File: src/rtl/proc_dispatch_port.sv
// rtl/proc_dispatch_port.sv - processor-side endpoint of the dispatcher start/spawn protocol
module proc_dispatch_port #(
  parameter int ADDR_W      = 8,
  parameter int SPAWN_DEPTH = 4
) (
  input  logic              clock,
  input  logic              reset_n,
  input  logic              disp_start,
  input  logic [ADDR_W-1:0] disp_start_addr,
  input  logic              disp_spawn_take,
  output logic              proc_running,
  output logic              proc_onspawn,
  output logic [ADDR_W-1:0] proc_spawn_addr,
  input  logic              core_spawn,
  input  logic [ADDR_W-1:0] core_spawn_addr,
  input  logic              core_halt,
  output logic              core_go,
  output logic [ADDR_W-1:0] core_pc,
  output logic              core_stall,
  output logic              err_overflow,
  output logic              err_start_busy
);

  localparam int PW = $clog2(SPAWN_DEPTH);
  localparam int CW = PW + 1;

  typedef enum logic [1:0] {IDLE, LAUNCH, RUN, DRAIN} state_t;
  state_t state;

  logic [ADDR_W-1:0] mem [SPAWN_DEPTH];
  logic [PW-1:0]     rd_ptr, wr_ptr;
  logic [CW-1:0]     count, count_nxt;
  logic              push, pop, full, wr_en;

  assign full      = (count == CW'(SPAWN_DEPTH));
  assign push      = core_spawn && (state == RUN);
  assign pop       = disp_spawn_take && (count != '0);
  // A full FIFO still accepts a push when the same edge frees a slot.
  assign wr_en     = push && (!full || pop);
  assign count_nxt = count + CW'(wr_en) - CW'(pop);

  assign proc_onspawn    = (count != '0);
  assign proc_spawn_addr = proc_onspawn ? mem[rd_ptr] : '0;
  assign core_stall      = full;

  always_ff @(posedge clock) begin
    if (wr_en) mem[wr_ptr] <= core_spawn_addr;
  end

  always_ff @(posedge clock or negedge reset_n) begin
    if (!reset_n) begin
      rd_ptr       <= '0;
      wr_ptr       <= '0;
      count        <= '0;
      err_overflow <= 1'b0;
    end else begin
      if (wr_en) wr_ptr <= wr_ptr + PW'(1);
      if (pop)   rd_ptr <= rd_ptr + PW'(1);
      count <= count_nxt;
      if (push && full && !pop) err_overflow <= 1'b1;
    end
  end

  always_ff @(posedge clock or negedge reset_n) begin
    if (!reset_n) begin
      state          <= IDLE;
      proc_running   <= 1'b0;
      core_go        <= 1'b0;
      core_pc        <= '0;
      err_start_busy <= 1'b0;
    end else begin
      if (disp_start && state != IDLE) err_start_busy <= 1'b1;
      case (state)
        IDLE: begin
          if (disp_start) begin
            core_pc      <= disp_start_addr;
            core_go      <= 1'b1;
            proc_running <= 1'b1;
            state        <= LAUNCH;
          end
        end
        LAUNCH: begin
          core_go <= 1'b0;
          state   <= RUN;
        end
        RUN: begin
          if (core_halt) begin
            if (count_nxt != '0) begin
              state <= DRAIN;
            end else begin
              state        <= IDLE;
              proc_running <= 1'b0;
            end
          end
        end
        DRAIN: begin
          if (count_nxt == '0) begin
            state        <= IDLE;
            proc_running <= 1'b0;
          end
        end
        default: state <= IDLE;
      endcase
    end
  end

endmodule

File: config.mk
export PLATFORM = sky130hd
export DESIGN_NAME = proc_dispatch_port
export DESIGN_NICKNAME = d
export VERILOG_FILES = /design/src/rtl/proc_dispatch_port.sv
export SDC_FILE = /design/constraint.sdc
export NUM_CORES = 1
export LEC_CHECK = 0
export CAP_MARGIN = 10
export CORE_UTILIZATION = 45
export DETAILED_ROUTE_END_ITERATION = 6
export DONT_BUFFER_PORTS = 1
export PLACE_DENSITY = 0.66
export SYNTH_ARGS = -nofsm -noshare
export SYNTH_HDL_FRONTEND = slang
export SYNTH_SLANG_ARGS = --single-unit
File: constraint.sdc
create_clock -name clock -period 5.21 [get_ports clock]
set_input_delay 0.2605 -clock clock [delete_from_list [all_inputs] [get_ports clock]]
set_output_delay 0.2605 -clock clock [all_outputs]
set_load 0.005 [all_outputs]
==> After elaboration in Yosys (flattened, before gate mapping) <==
Memories as Yosys holds them, arrays and structs flattened.
Index checks and enable logic that the tools add are counted.
{ "totals": {"reg_bits": 21, "mem_bits_rw": 32, "inputBits": 22, "out_inout_bits": 22, "mem_count": 1} }
{ "classes": {"n_addsub": 4, "n_eq_ne": 8, "mux": 14, "reduce_logical": 20} }
{ "memory_table": {"columns": ["memory", "words", "width", "read_ports", "rd_ports_with_merged_regs", "wr", "line", "rtl"], "rows": [
  ["mem", 4, 8, 1, 0, 1, "30", "logic [ADDR_W-1:0] mem [SPAWN_DEPTH];"]
]} }
{ "ops": {"columns": ["cell", "n"], "rows": [
  ["$reduce_bool A3 Y1", 3],
  ["$mux W2", 4],
  ["$mux W8", 1],
  ["$ne A2 B2 Y1 const B", 4],
  ["$pmux W2 S4", 1],
  ["$logic_and A1 B1 Y1", 6],
  ["$mux W1", 6],
  ["$reduce_and A5 Y1", 1],
  ["$add A2 B1 Y2 const B", 2],
  ["$eq A2 B2 Y1 const B", 2],
  ["$reduce_and A2 Y1", 2],
  ["$reduce_bool A2 Y1", 2],
  ["$add A3 B1 Y3", 1],
  ["$eq A3 B3 Y1 const B", 1],
  ["$logic_not A3 Y1", 1],
  ["$pmux W1 S3", 1],
  ["$reduce_and A3 Y1", 1],
  ["$sub A3 B1 Y3", 1],
  ["$eq A2 B1 Y1 const B", 1],
  ["$logic_not A1 Y1", 2],
  ["$logic_not A2 Y1", 1],
  ["$pmux W1 S2", 1],
  ["$logic_or A1 B1 Y1", 1]
]} }

==> Longest topological paths before layout <==
Gate-level depths: netlist of the first run.
{ "logic_depth": {"ltp_word": 10, "depth_mapped": 9, "ltp_nobuf": 9} }

==> Least setup slack after synthesis of the first run <==
No wires, ideal clock.
{ "synth_timing": {"path_type": "reg-to-reg", "startpoint": "register count[1]", "endpoint": "register proc_running", "t_arrival_ns": 2.195, "required_time_ns": 5.070, "setup_slack_ns": 2.875, "stages_incl_launch_ff": 10, "path_buffers": 0, "cell_sequence": "dfrtp_1 > or3_1 > nand2_1 > mux2_2 > ha_1 > inv_1 > fa_1 > xor3_2 > nor3_4 > o221ai_1"} }
{ "synth_via": {"elab_chain_len": 9, "elab_cells_between_ends": 13} }
{ "synth_rtl": {"columns": ["item", "line", "rtl"], "rows": [
  ["start, declared", "32", "logic [CW-1:0] count, count_nxt;"],
  ["start signal, assigned", "59", "count <= count_nxt;"],
  ["$eq A3 B3 Y1 / $reduce_bool A3 Y1 (equally long branches)", "35, 37", null],
  ["$logic_not A1 Y1 / $logic_and A1 B1 Y1 (equally long branches)", "39, 37", null],
  ["$logic_or A1 B1 Y1", "39", "assign wr_en = push && (!full || pop);"],
  ["$logic_and A1 B1 Y1", "39", null],
  ["$add A3 B1 Y3", "40", "assign count_nxt = count + CW'(wr_en) - CW'(pop);"],
  ["$sub A3 B1 Y3 *", "40", null],
  ["net count_nxt[2]", "32", null],
  ["$reduce_bool A3 Y1 / $logic_not A3 Y1 (equally long branches)", "88, 97", null],
  ["$ne A2 B2 Y1 (no line)", null, null],
  ["$reduce_and A5 Y1 (no line) *", null, null],
  ["end signal, assigned", "67", "proc_running <= 1'b0;"],
  ["end signal, assigned", "92", "proc_running <= 1'b0;"],
  ["end signal, assigned", "99", "proc_running <= 1'b0;"],
  ["end, declared", "11", "output logic proc_running,"]
]} }
The timed path passes the listed nets; every way through them passes the cells marked *.
A chain may end at the register's enable or synchronous reset.

==> Worst setup path after layout of the first run <==
{ "layout_timing": {"startpoint": "register count[1]", "endpoint": "register state[0]"} }
{ "layout_via": {"elab_chain_len": 10, "elab_cells_between_ends": 15} }
{ "layout_rtl": {"columns": ["item", "line", "rtl"], "rows": [
  ["$reduce_bool A3 Y1 *", null, null],
  ["net proc_onspawn", "12", "output logic proc_onspawn,"],
  ["$logic_and A1 B1 Y1 *", "37", "assign pop = disp_spawn_take && (count != '0);"],
  ["$logic_or A1 B1 Y1", "39", null],
  ["$logic_and A1 B1 Y1", "39", null],
  ["$add A3 B1 Y3", "40", null],
  ["$sub A3 B1 Y3 *", "40", null],
  ["net count_nxt[1]", "32", null],
  ["$reduce_bool A3 Y1", "88", "if (count_nxt != '0) begin"],
  ["$mux W2", "88", null],
  ["$mux W2", "87", "if (core_halt) begin"],
  ["$pmux W2 S4", "73", "case (state)"],
  ["end signal, assigned", "79", "state <= LAUNCH;"],
  ["end signal, assigned", "89", "state <= DRAIN;"],
  ["end signal, assigned", "91", "state <= IDLE;"],
  ["end, declared", "28", "state_t state;"]
]} }
The timed path passes the listed nets; every way through them passes the cells marked *. The select of a mux whose other input is x is not followed.

==> metrics.md, run 1 <==
| Metric | Value |
|---|---|
| Mapped Cells | `131` |
| Crit path max fanout | `11` |
| Routed vias/inst | `5.14` |
| DR pass1 iterations | `4` |
| Status | `finished, final reports clean` |
| Most frequent cells in the layout | `edfxtp_1 (32), dfrtp_1 (21), and2_1 (13), mux2_4 (9), mux4_2 (8)` |
| Worst Max-Slew Pin Slew | `0.929 ns` |
| Fin crit period | `2.76 ns` |
| Die ar. | `5300 µm²` |
| Critical Path End Type | `flip-flop` |
| Share of post-route cells with drive strength above 1 | `21.3%` |
| Critical R2R Launch | `count[1]$_DFF_PN0_` |
| Final setup vio count | `0` |
| Antenna Violating Nets Remaining | `0` |
| Critical Setup Path Class | `flip-flop to flip-flop` |
| RSZ-0062 raised after global routing | `no` |
| Die height | `72.8 µm` |
| Mapped cell area | `2250 µm²` |
| Post-Synth Simple-Gate Area | `8.88%` |
| Cell area after layout | `2400 µm²` |
| Multi-input combinational cell area | `709 µm²` |
| Multiplexer share of the synthesized area | `14.5%` |
| Max frequency | `0.362 GHz` |
| Compound-Gate Fraction of Synth Area | `2.16%` |
| Htree depth | `2` |
| Number of post-CTS setup repair buffers | `0` |
| Crit. Startpoint | `count[1]$_DFF_PN0_` |
| Synth Warn # | `0` |
| R2R depth | `9` |
| Clk buf depth | `2` |
| Root buffer cell | `clkbuf_8` |
| RR Endpoint | `state[0]$_DFFE_PN0P_` |
| Hold Path Origin | `core_spawn_addr[7]` |
| Adder-Cell Fraction of Synth Area | `3.66%` |
| # clock sinks | `53` |
| N_diodes | `0` |
| Clk_skew | `0.00842 ns` |
| Slew Limit Fails | `0` |
| DP HPWL | `2570 µm` |
| Pwr Density | `537 nW/µm²` |
| Clk slew on worst S/H paths | `0.09 ns` |
| Avg WL per Cell | `17.8 µm` |
| Main combinational cell family by area after synthesis | `multiplexers` |
| Post-synth EDFFs | `32` |
| Final net count | `163` |
| Area occupied by registers | `1490 µm²` |
| Clock Latency Late Sink | `0.31 ns` |
| Flop and latch count out of synthesis | `53` |
| Port Buffers | `0` |
| Initial antenna violation count | `0` |
| Synth-to-layout area growth | `6.27%` |
| Post-synthesis xor/xnor area fraction | `2.28%` |
| Synth unique cells | `30` |
| R2R Setup Slk | `2.45 ns` |
| Leak | `0.000892 µW` |
| Syn Area/Cell | `17.2 µm²` |
| Worst EP required | `5.43 ns` |
| Main flop type after synthesis | `edfxtp_1` |
| Initial core utilization | `47.1%` |
| Synth Net Count | `159` |
| Largest net degree at the start of global routing | `22` |
| Cts bufs inserted | `5` |
| Gr usage total | `15.8%` |
| Global-route wire length before repair | `5860 µm` |
| Max_cap viols | `0` |
| Relative slew margins | `37.8%` |
| Hold endpoint | `mem[3][7]$_DFFE_PP_` |
| Post-layout util | `50.1%` |
| HP Class | `input pin to flip-flop` |
| Dpl cells | `194` |
| Commonest non-fill, non-tap cell in the layout | `edfxtp_1` |
| Critical path startpoint category | `flip-flop` |
| Vias | `1043` |
| Core area | `4790 µm²` |
| Total gr overflow | `0` |
| Non-filler cells, final | `203` |
| DRT Wirelength | `3610 µm` |
| CTS tree | `done` |
| Post-synth ARST share | `39.6%` |
| I/O Pins | `44` |
| FP Rows | `25` |
| Iteration-0 DRC Markers | `75` |
| Sequential fraction of the synthesis area | `65.9%` |
| Worst Hold Depth | `0` |
| Post-CTS resize count | `0` |
| Final hold violation count | `0` |
| Fin Setup TNS | `0 ns` |
| VDD IR max | `0.000299 V` |
| DP Area | `2310 µm²` |
| CTS Hold Bufs | `1` |
| Fillcell total | `392` |
| DRC | `0` |
| GPL Wtd Cong | `0.765` |
| Number of global-route vias before repair | `1136` |
| Final Cycle Share | `53.0%` |
| Die width | `72.8 µm` |
| WP data arrival | `2.98 ns` |
per-layer routing:
| metal | global-route usage, % | share of wire [%] | vias to the layer above | routed length, µm |
|---|---|---|---|---|
| met3 | 5.11 | 5.9 | 7 | 212 |
| met2 | 25.0 | 51 | 23 | 1860 |
| met1 | 18.9 | 40 | 534 | 1460 |
| met4 | 9.59 | 2.3 | 0 | 82 |
| met5 | 0 | 0 | - | 0 |
| li1 | - | - | 479 | - |
how the worst max path moves through the flow:
| stage | slack (ns) | cells after the start | to |
|---|---|---|---|
| finish | 2.45 | 9 | state[0]$_DFFE_PN0P_ |
| detailed placement | 2.45 | 9 | proc_running$_DFFE_PN0P_ |
| global route | 2.27 | 9 | proc_running$_DFFE_PN0P_ |
| global placement | 2.55 | 9 | proc_running$_DFFE_PN0P_ |
| floorplan | 2.88 | 9 | proc_running$_DFFE_PN0P_ |
| CTS | 2.43 | 9 | proc_running$_DFFE_PN0P_ |
cell type report:
type,instances,area share (%)
multi-input combinational,67,29.6
clock buffer,8,3.34
timing repair buffer,1,0.418
tap,67,3.50
inverter,7,1.10
sequential,53,62.0
flip-flops by register name, indices dropped and copies added, names as in the netlist:
register and flops:
proc_running 1, count 3, err_start_busy 1, core_go 1, state 2, mem 32
err_overflow 1, core_pc 8, rd_ptr 2, wr_ptr 2
synth_stat cells, types with 2 or more instances:
master | instances | area share [%]
xnor2_1 | 3 | 1.2
ha_1 | 5 | 2.8
buf_6 | 2 | 1.0
edfxtp_1 | 32 | 43
inv_1 | 7 | 1.2
dfrtp_1 | 21 | 23
nand2_1 | 4 | 0.67
mux4_2 | 8 | 8.0
and2_1 | 13 | 3.6
nor2_1 | 6 | 1.0
mux2_4 | 9 | 6.0
a21oi_1 | 3 | 0.67
metrics by stage:
| stage | power, µW | setup WS (ns) | hold WS [ns] |
|---|---|---|---|
| after floorplan | 1010 | 2.88 | -0.0351 |
| after global placement | 1060 | 2.55 | -0.0346 |
| after detailed placement | 1080 | 2.45 | -0.0346 |
| after CTS | 1300 | 2.43 | 0.0400 |
| after global routing | 1370 | 2.27 | 0.0333 |
| final | 1290 | 2.45 | 0.0439 |
critical path, stage by stage (launching register included):
cell     delay (ns)
dfrtp_1        0.46
or3_1          0.56
nand2_1        0.21
mux2_2         0.36
ha_1           0.18
inv_1          0.06
fa_1           0.41
inv_1          0.13
nor3_4         0.07
o31ai_2        0.23
where the power goes:
part	leakage, µW	switching (µW)	internal, µW
logic	0.000319	169	230
registers	0.000533	113	555
clock network	0.0000395	124	95.7
total	0.000892	406	880
cell families (layout without fill, tap and decap cells):
group,Yosys count,count (layout)
simple gates,32,32
buf+inv,11,16
compound gates,7,7
fa+ha+maj,6,6
xor+xnor,4,4
flops,53,53
mux,18,18
No activity file was read; power rests on OpenSTA's default activity.
==> run 2: changes to the inputs <==
==> constraint.sdc (replaced) <==
create_clock -name clock -period 2.65 [get_ports clock]
set_input_delay 0.1325 -clock clock [delete_from_list [all_inputs] [get_ports clock]]
set_output_delay 0.1325 -clock clock [all_outputs]
set_load 0.005 [all_outputs]
==> metrics.md, run 2 (synthesized netlist as in run 1, its figures left out) <==
| Metric | Value |
|---|---|
| Status | `finished, final reports clean` |
| Gr usage total | `15.7%` |
| Largest net degree at the start of global routing | `22` |
| Fin Setup TNS | `0 ns` |
| Relative slew margins | `36.0%` |
| Number of global-route vias before repair | `1141` |
| Fin crit period | `2.51 ns` |
| Sw Share | `31.5%` |
| Critical Path End Type | `flip-flop` |
| Avg WL per Cell | `16.9 µm` |
| Clock Power Share | `16.8%` |
| Global-route wire length before repair | `5900 µm` |
| Clock Latency Late Sink | `0.30 ns` |
| I/O Pins | `44` |
| Root buffer cell | `clkbuf_8` |
| Max_cap viols | `0` |
| Die width | `72.8 µm` |
| Non-filler cells, final | `222` |
| Total gr overflow | `0` |
| Initial core utilization | `47.1%` |
| Critical path, cell by cell | `or3_1 > nand2_1 > mux2_2 > ha_1 > inv_1 > fa_1 > xor3_2 > nor3_4 > o221ai_1` |
| Synth-to-layout area growth | `14.6%` |
| Pwr Density | `990 nW/µm²` |
| HP Class | `input pin to flip-flop` |
| Share of post-route cells with drive strength above 1 | `19.4%` |
| Antenna Violating Nets Remaining | `0` |
| Most frequent cells in the layout | `edfxtp_1 (32), dfrtp_1 (21), dlygate4sd3_1 (19), and2_1 (13), mux2_4 (9)` |
| Reported net switching power | `804 µW` |
| Vias | `1114` |
| Worst EP required | `2.82 ns` |
| VDD IR max | `0.000432 V` |
| Fillcell total | `396` |
| Crit-path slowest cell | `dfrtp_1` |
| Routed vias/inst | `5.02` |
| Iteration-0 DRC Markers | `76` |
| Worst Max-Slew Pin Slew | `0.957 ns` |
| GPL Wtd Cong | `0.684` |
| Leak | `0.000972 µW` |
| Critical path startpoint category | `flip-flop` |
| Cell family with most CP delay | `simple AND/OR/NAND/NOR gates` |
| Largest Register | `mem` |
| # clock sinks | `53` |
| Post-CTS resize count | `0` |
| Core area | `4790 µm²` |
| Commonest non-fill, non-tap cell in the layout | `edfxtp_1` |
| Port Buffers | `0` |
| Clk slew on worst S/H paths | `0.09 ns` |
| Cts bufs inserted | `5` |
| Final Cycle Share | `94.5%` |
| DR pass1 iterations | `3` |
| Final setup vio count | `0` |
| N_diodes | `0` |
| Initial antenna violation count | `0` |
| Critical Setup Path Class | `flip-flop to flip-flop` |
| DRC | `0` |
| DP HPWL | `2410 µm` |
| Combinational power share | `32.0%` |
| Clk_skew | `0.00560 ns` |
| Max frequency | `0.399 GHz` |
| Slowest stage delay, CP | `0.46 ns` |
| Max reg flops | `32` |
| Htree depth | `2` |
| R2R Setup Slk | `0.14 ns` |
| Final hold violation count | `0` |
| CTS tree | `done` |
| Internal power | `1750 µW` |
| Crit path max fanout | `5` |
| WP data arrival | `2.67 ns` |
| Dpl cells | `195` |
| FP Rows | `25` |
| Final net count | `182` |
| DRT Wirelength | `3750 µm` |
| Clk buf depth | `2` |
| Slew Limit Fails | `0` |
| Sequential Power Share | `51.1%` |
| Die height | `72.8 µm` |
| Die ar. | `5300 µm²` |
| Number of buffer and inverter stages on the critical path | `1` |
| Largest registers | `mem (32), core_pc (8), count (3)` |
| RSZ-0062 raised after global routing | `no` |
run 2: changes by cell type in the layout (fill, tap and decap cells not counted):
| cell | change |
|---|---|
| buf_4 | +1 |
| dlygate4sd3_1 | +18 |
| clkbuf_1 | -1 |
| clkinv_1 | +1 |
run 2: cell type report:
| type | count | area (µm²) | area share, % |
|---|---|---|---|
| repair buffers | 20 | 198 | 7.65 |
| well taps | 67 | 83.8 | 3.24 |
| multi-input cells | 67 | 709 | 27.5 |
| clock buffers | 7 | 76.3 | 2.95 |
| inverters | 7 | 26.3 | 1.02 |
| flip-flops and latches | 53 | 1490 | 57.5 |
| clock inverters | 1 | 3.75 | 0.145 |
run 2: path summary, 6_finish.rpt:
| path | start | cells past startpoint | endpoint |
|---|---|---|---|
| max | count[1]$_DFF_PN0_ | 9 | proc_running$_DFFE_PN0P_ |
| min reg2reg | err_start_busy$_DFFE_PN0P_ | 1 | err_start_busy$_DFFE_PN0P_ |
| min | disp_spawn_take | 2 | rd_ptr[0]$_DFFE_PN0N_ |
| max in group asynchronous | reset_n | 1 | core_pc[1]$_DFFE_PN0P_ |
| min in group asynchronous | reset_n | 1 | err_start_busy$_DFFE_PN0P_ |
| max reg2reg | count[1]$_DFF_PN0_ | 9 | proc_running$_DFFE_PN0P_ |
run 2: power by group through the flow:
stage	clock, µW	sequential (µW)	combinational, µW
floorplan	0	1220	761
global placement	0	1320	767
detailed placement	0	1330	791
CTS	438	1310	830
global route	478	1340	908
finish	430	1310	819
run 2: routing by layer:
| metal | GRT usage (%) | share of wire [%] | up-vias |
|---|---|---|---|
| met1 | 20.8 | 45 | 571 |
| met4 | 6.97 | 1.6 | 0 |
| li1 | - | - | 517 |
| met3 | 5.11 | 4.7 | 6 |
| met5 | 0 | 0 | - |
| met2 | 23.7 | 49 | 20 |
run 2: repair_timing:
action	in CTS	in global routing
setup endpoints to repair	0	0
hold buffers	19	0
hold endpoints to repair	64	0
setup buffers	0	0
run 2: metrics by stage:
step	hold slack [ns]	worst slack (ns)	power [µW]	utilization (%)	cell area [µm²]
2_1_floorplan	-0.163	0.315	1980	-	2250
3_3_place_gp	-0.163	0.259	2090	48.3	2310
3_5_place_dp	-0.163	0.158	2120	48.3	2310
4_1_cts	0.0344	0.145	2580	54.0	2580
5_1_grt	0.0194	0.0234	2730	54.0	2580
6_report	0.0367	0.145	2560	54.0	2580
==> run 3: changes to the inputs <==
--- a/config.mk
+++ b/config.mk
@@ -9,7 +9,9 @@
 export CORE_UTILIZATION = 45
 export DETAILED_ROUTE_END_ITERATION = 6
 export DONT_BUFFER_PORTS = 1
+export GPL_ROUTABILITY_DRIVEN = 0
 export PLACE_DENSITY = 0.66
+export SETUP_SLACK_MARGIN = 0.02
 export SYNTH_ARGS = -nofsm -noshare
 export SYNTH_HDL_FRONTEND = slang
 export SYNTH_SLANG_ARGS = --single-unit
==> constraint.sdc (replaced) <==
create_clock -name clock -period 2.65 [get_ports clock]
set_input_delay 0.53 -clock clock [delete_from_list [all_inputs] [get_ports clock]]
set_output_delay 0.53 -clock clock [all_outputs]
set_load 0.005 [all_outputs]
==> metrics.md, run 3 (synthesized netlist as in run 1, its figures left out) <==
| Metric | Value |
|---|---|
| Share of post-route cells with drive strength above 1 | `25.4%` |
| Clk_skew | `0.00578 ns` |
| Slowest stage delay, CP | `0.47 ns` |
| Crit-path slowest cell | `dfrtp_2` |
| Max reg flops | `32` |
| WL met1 | `1460 µm` |
| RR Endpoint | `proc_running$_DFFE_PN0P_` |
| Fillcell total | `397` |
| Critical path startpoint category | `flip-flop` |
| Antenna Violating Nets Remaining | `0` |
| Pwr Density | `1060 nW/µm²` |
| Routed vias/inst | `5.23` |
| Slew Limit Fails | `0` |
| Crit path max fanout | `5` |
| Initial core utilization | `47.1%` |
| Root buffer cell | `clkbuf_8` |
| Sw Share | `32.1%` |
| Worst Hold Depth | `0` |
| Worst Max-Slew Pin Slew | `0.918 ns` |
| Internal power | `1750 µW` |
| Critical R2R Launch | `count[1]$_DFF_PN0_` |
| DR WL met2 | `1940 µm` |
| DRC | `0` |
| Total gr overflow | `0` |
| Gr usage total | `15.5%` |
| Final setup vio count | `0` |
| Core area | `4790 µm²` |
| Cell family with most CP delay | `simple AND/OR/NAND/NOR gates` |
| Largest Register | `mem` |
| DRT Wirelength | `3670 µm` |
| Area occupied by registers | `1490 µm²` |
| Initial antenna violation count | `0` |
| Final Cycle Share | `93.7%` |
| WP data arrival | `2.67 ns` |
| Status | `finished, final reports clean` |
| HP Class | `input pin to flip-flop` |
| Vias | `1073` |
| Clock Latency Late Sink | `0.30 ns` |
| Avg WL per Cell | `17.9 µm` |
| Synth-to-layout area growth | `7.60%` |
| CTS tree | `done` |
| Clk slew on worst S/H paths | `0.09 ns` |
| Die height | `72.8 µm` |
| Critical Path End Type | `flip-flop` |
| RSZ-0062 raised after global routing | `no` |
| # clock sinks | `53` |
| Fin Setup TNS | `0 ns` |
| R2R Setup Slk | `0.17 ns` |
| Multi-input combinational cell area | `718 µm²` |
| Max frequency | `0.403 GHz` |
| Worst EP required | `2.83 ns` |
| Die width | `72.8 µm` |
| Dpl cells | `196` |
| I/O Pins | `44` |
| Port Buffers | `0` |
| Highest routed metal layer | `met4` |
| N_diodes | `0` |
| Hold Path Origin | `core_spawn_addr[7]` |
| DR pass1 iterations | `4` |
| Htree depth | `2` |
| Fin crit period | `2.48 ns` |
| Non-filler cells, final | `205` |
| Combinational power share | `32.6%` |
| Sequential Power Share | `50.4%` |
| Leak | `0.000914 µW` |
| Number of global-route vias before repair | `1148` |
| Most frequent cells in the layout | `edfxtp_1 (32), dfrtp_1 (20), and2_1 (13), mux2_4 (9), mux4_2 (8)` |
| Hold endpoint | `mem[0][7]$_DFFE_PP_` |
| Number of buffer and inverter stages on the critical path | `1` |
| R2R depth | `9` |
| Clk buf depth | `2` |
| Clock Power Share | `17.0%` |
| FP Rows | `25` |
| DP HPWL | `2690 µm` |
| Max_cap viols | `0` |
| Commonest non-fill, non-tap cell in the layout | `edfxtp_1` |
| Routed met3 length | `215 µm` |
| Largest net degree at the start of global routing | `22` |
| Largest registers | `mem (32), core_pc (8), count (3)` |
| VDD IR max | `0.000546 V` |
| Relative slew margins | `38.6%` |
| Reported net switching power | `830 µW` |
| Critical Setup Path Class | `flip-flop to flip-flop` |
| Global-route wire length before repair | `5870 µm` |
| Die ar. | `5300 µm²` |
| Iteration-0 DRC Markers | `74` |
| Critical path, cell by cell | `or3_1 > nand2_1 > mux2_2 > ha_1 > inv_1 > fa_1 > xor3_2 > nor3_4 > o221ai_1` |
| Cts bufs inserted | `5` |
| Final net count | `165` |
| Final hold violation count | `0` |
run 3: layout make-up:
class,count,share of cell area [%]
well taps,67,3.46
repair buffers,3,1.03
clock inverters,3,0.670
clock buffers,5,2.84
flip-flops and latches,53,61.3
multi-input cells,67,29.6
inverters,7,1.08
run 3: metal layers:
layer / vias to the layer above / GRT usage, %
met5: - / 0
met4: 0 / 5.45
met3: 5 / 5.25
met2: 28 / 26.5
met1: 556 / 18.2
li1: 484 / -
run 3: power groups by stage:
stage                     logic [µW]  registers, µW  clock network [µW]
after detailed placement         843           1320                   0
final                            841           1300                 440
after floorplan                  761           1220                   0
after global routing             933           1330                 478
after global placement           803           1300                   0
after CTS                        855           1300                 453
run 3: stage by stage:
step	util, %	hold WS, ns	total power (µW)	area (µm²)	worst slack [ns]
floorplan	-	0.234	1980	2250	0.315
global placement	48.5	0.235	2100	2320	0.227
detailed placement	48.5	0.235	2160	2320	0.163
CTS	50.5	0.304	2610	2420	0.152
global route	50.7	0.295	2740	2430	0.0232
finish	50.7	0.315	2580	2430	0.166
run 3: repair_timing:
item / CTS / global route
hold buffers: 1 / 0
hold endpoints to repair: 21 / 0
endpoints found under the setup margin: 0 / 1
setup buffers: 0 / 0
resized for setup: 0 / 2
run 3: worst reg2reg max path: stages (launching register included):
cell and delay [ns]:
dfrtp_2 0.47, or3_1 0.38, nand2_1 0.13, mux2_2 0.35
ha_1 0.17, inv_1 0.06, fa_1 0.18, xor3_2 0.30
nor3_4 0.17, o221ai_1 0.14
run 3: worst max path at each step:
stage / from / end / cells after the start
floorplan: count[1]$_DFF_PN0_ / proc_running$_DFFE_PN0P_ / 9
global placement: disp_spawn_take / proc_running$_DFFE_PN0P_ / 9
detailed placement: count[1]$_DFF_PN0_ / proc_running$_DFFE_PN0P_ / 9
CTS: count[1]$_DFF_PN0_ / proc_running$_DFFE_PN0P_ / 9
global route: state[0]$_DFFE_PN0P_ / proc_running$_DFFE_PN0P_ / 9
finish: count[1]$_DFF_PN0_ / proc_running$_DFFE_PN0P_ / 9
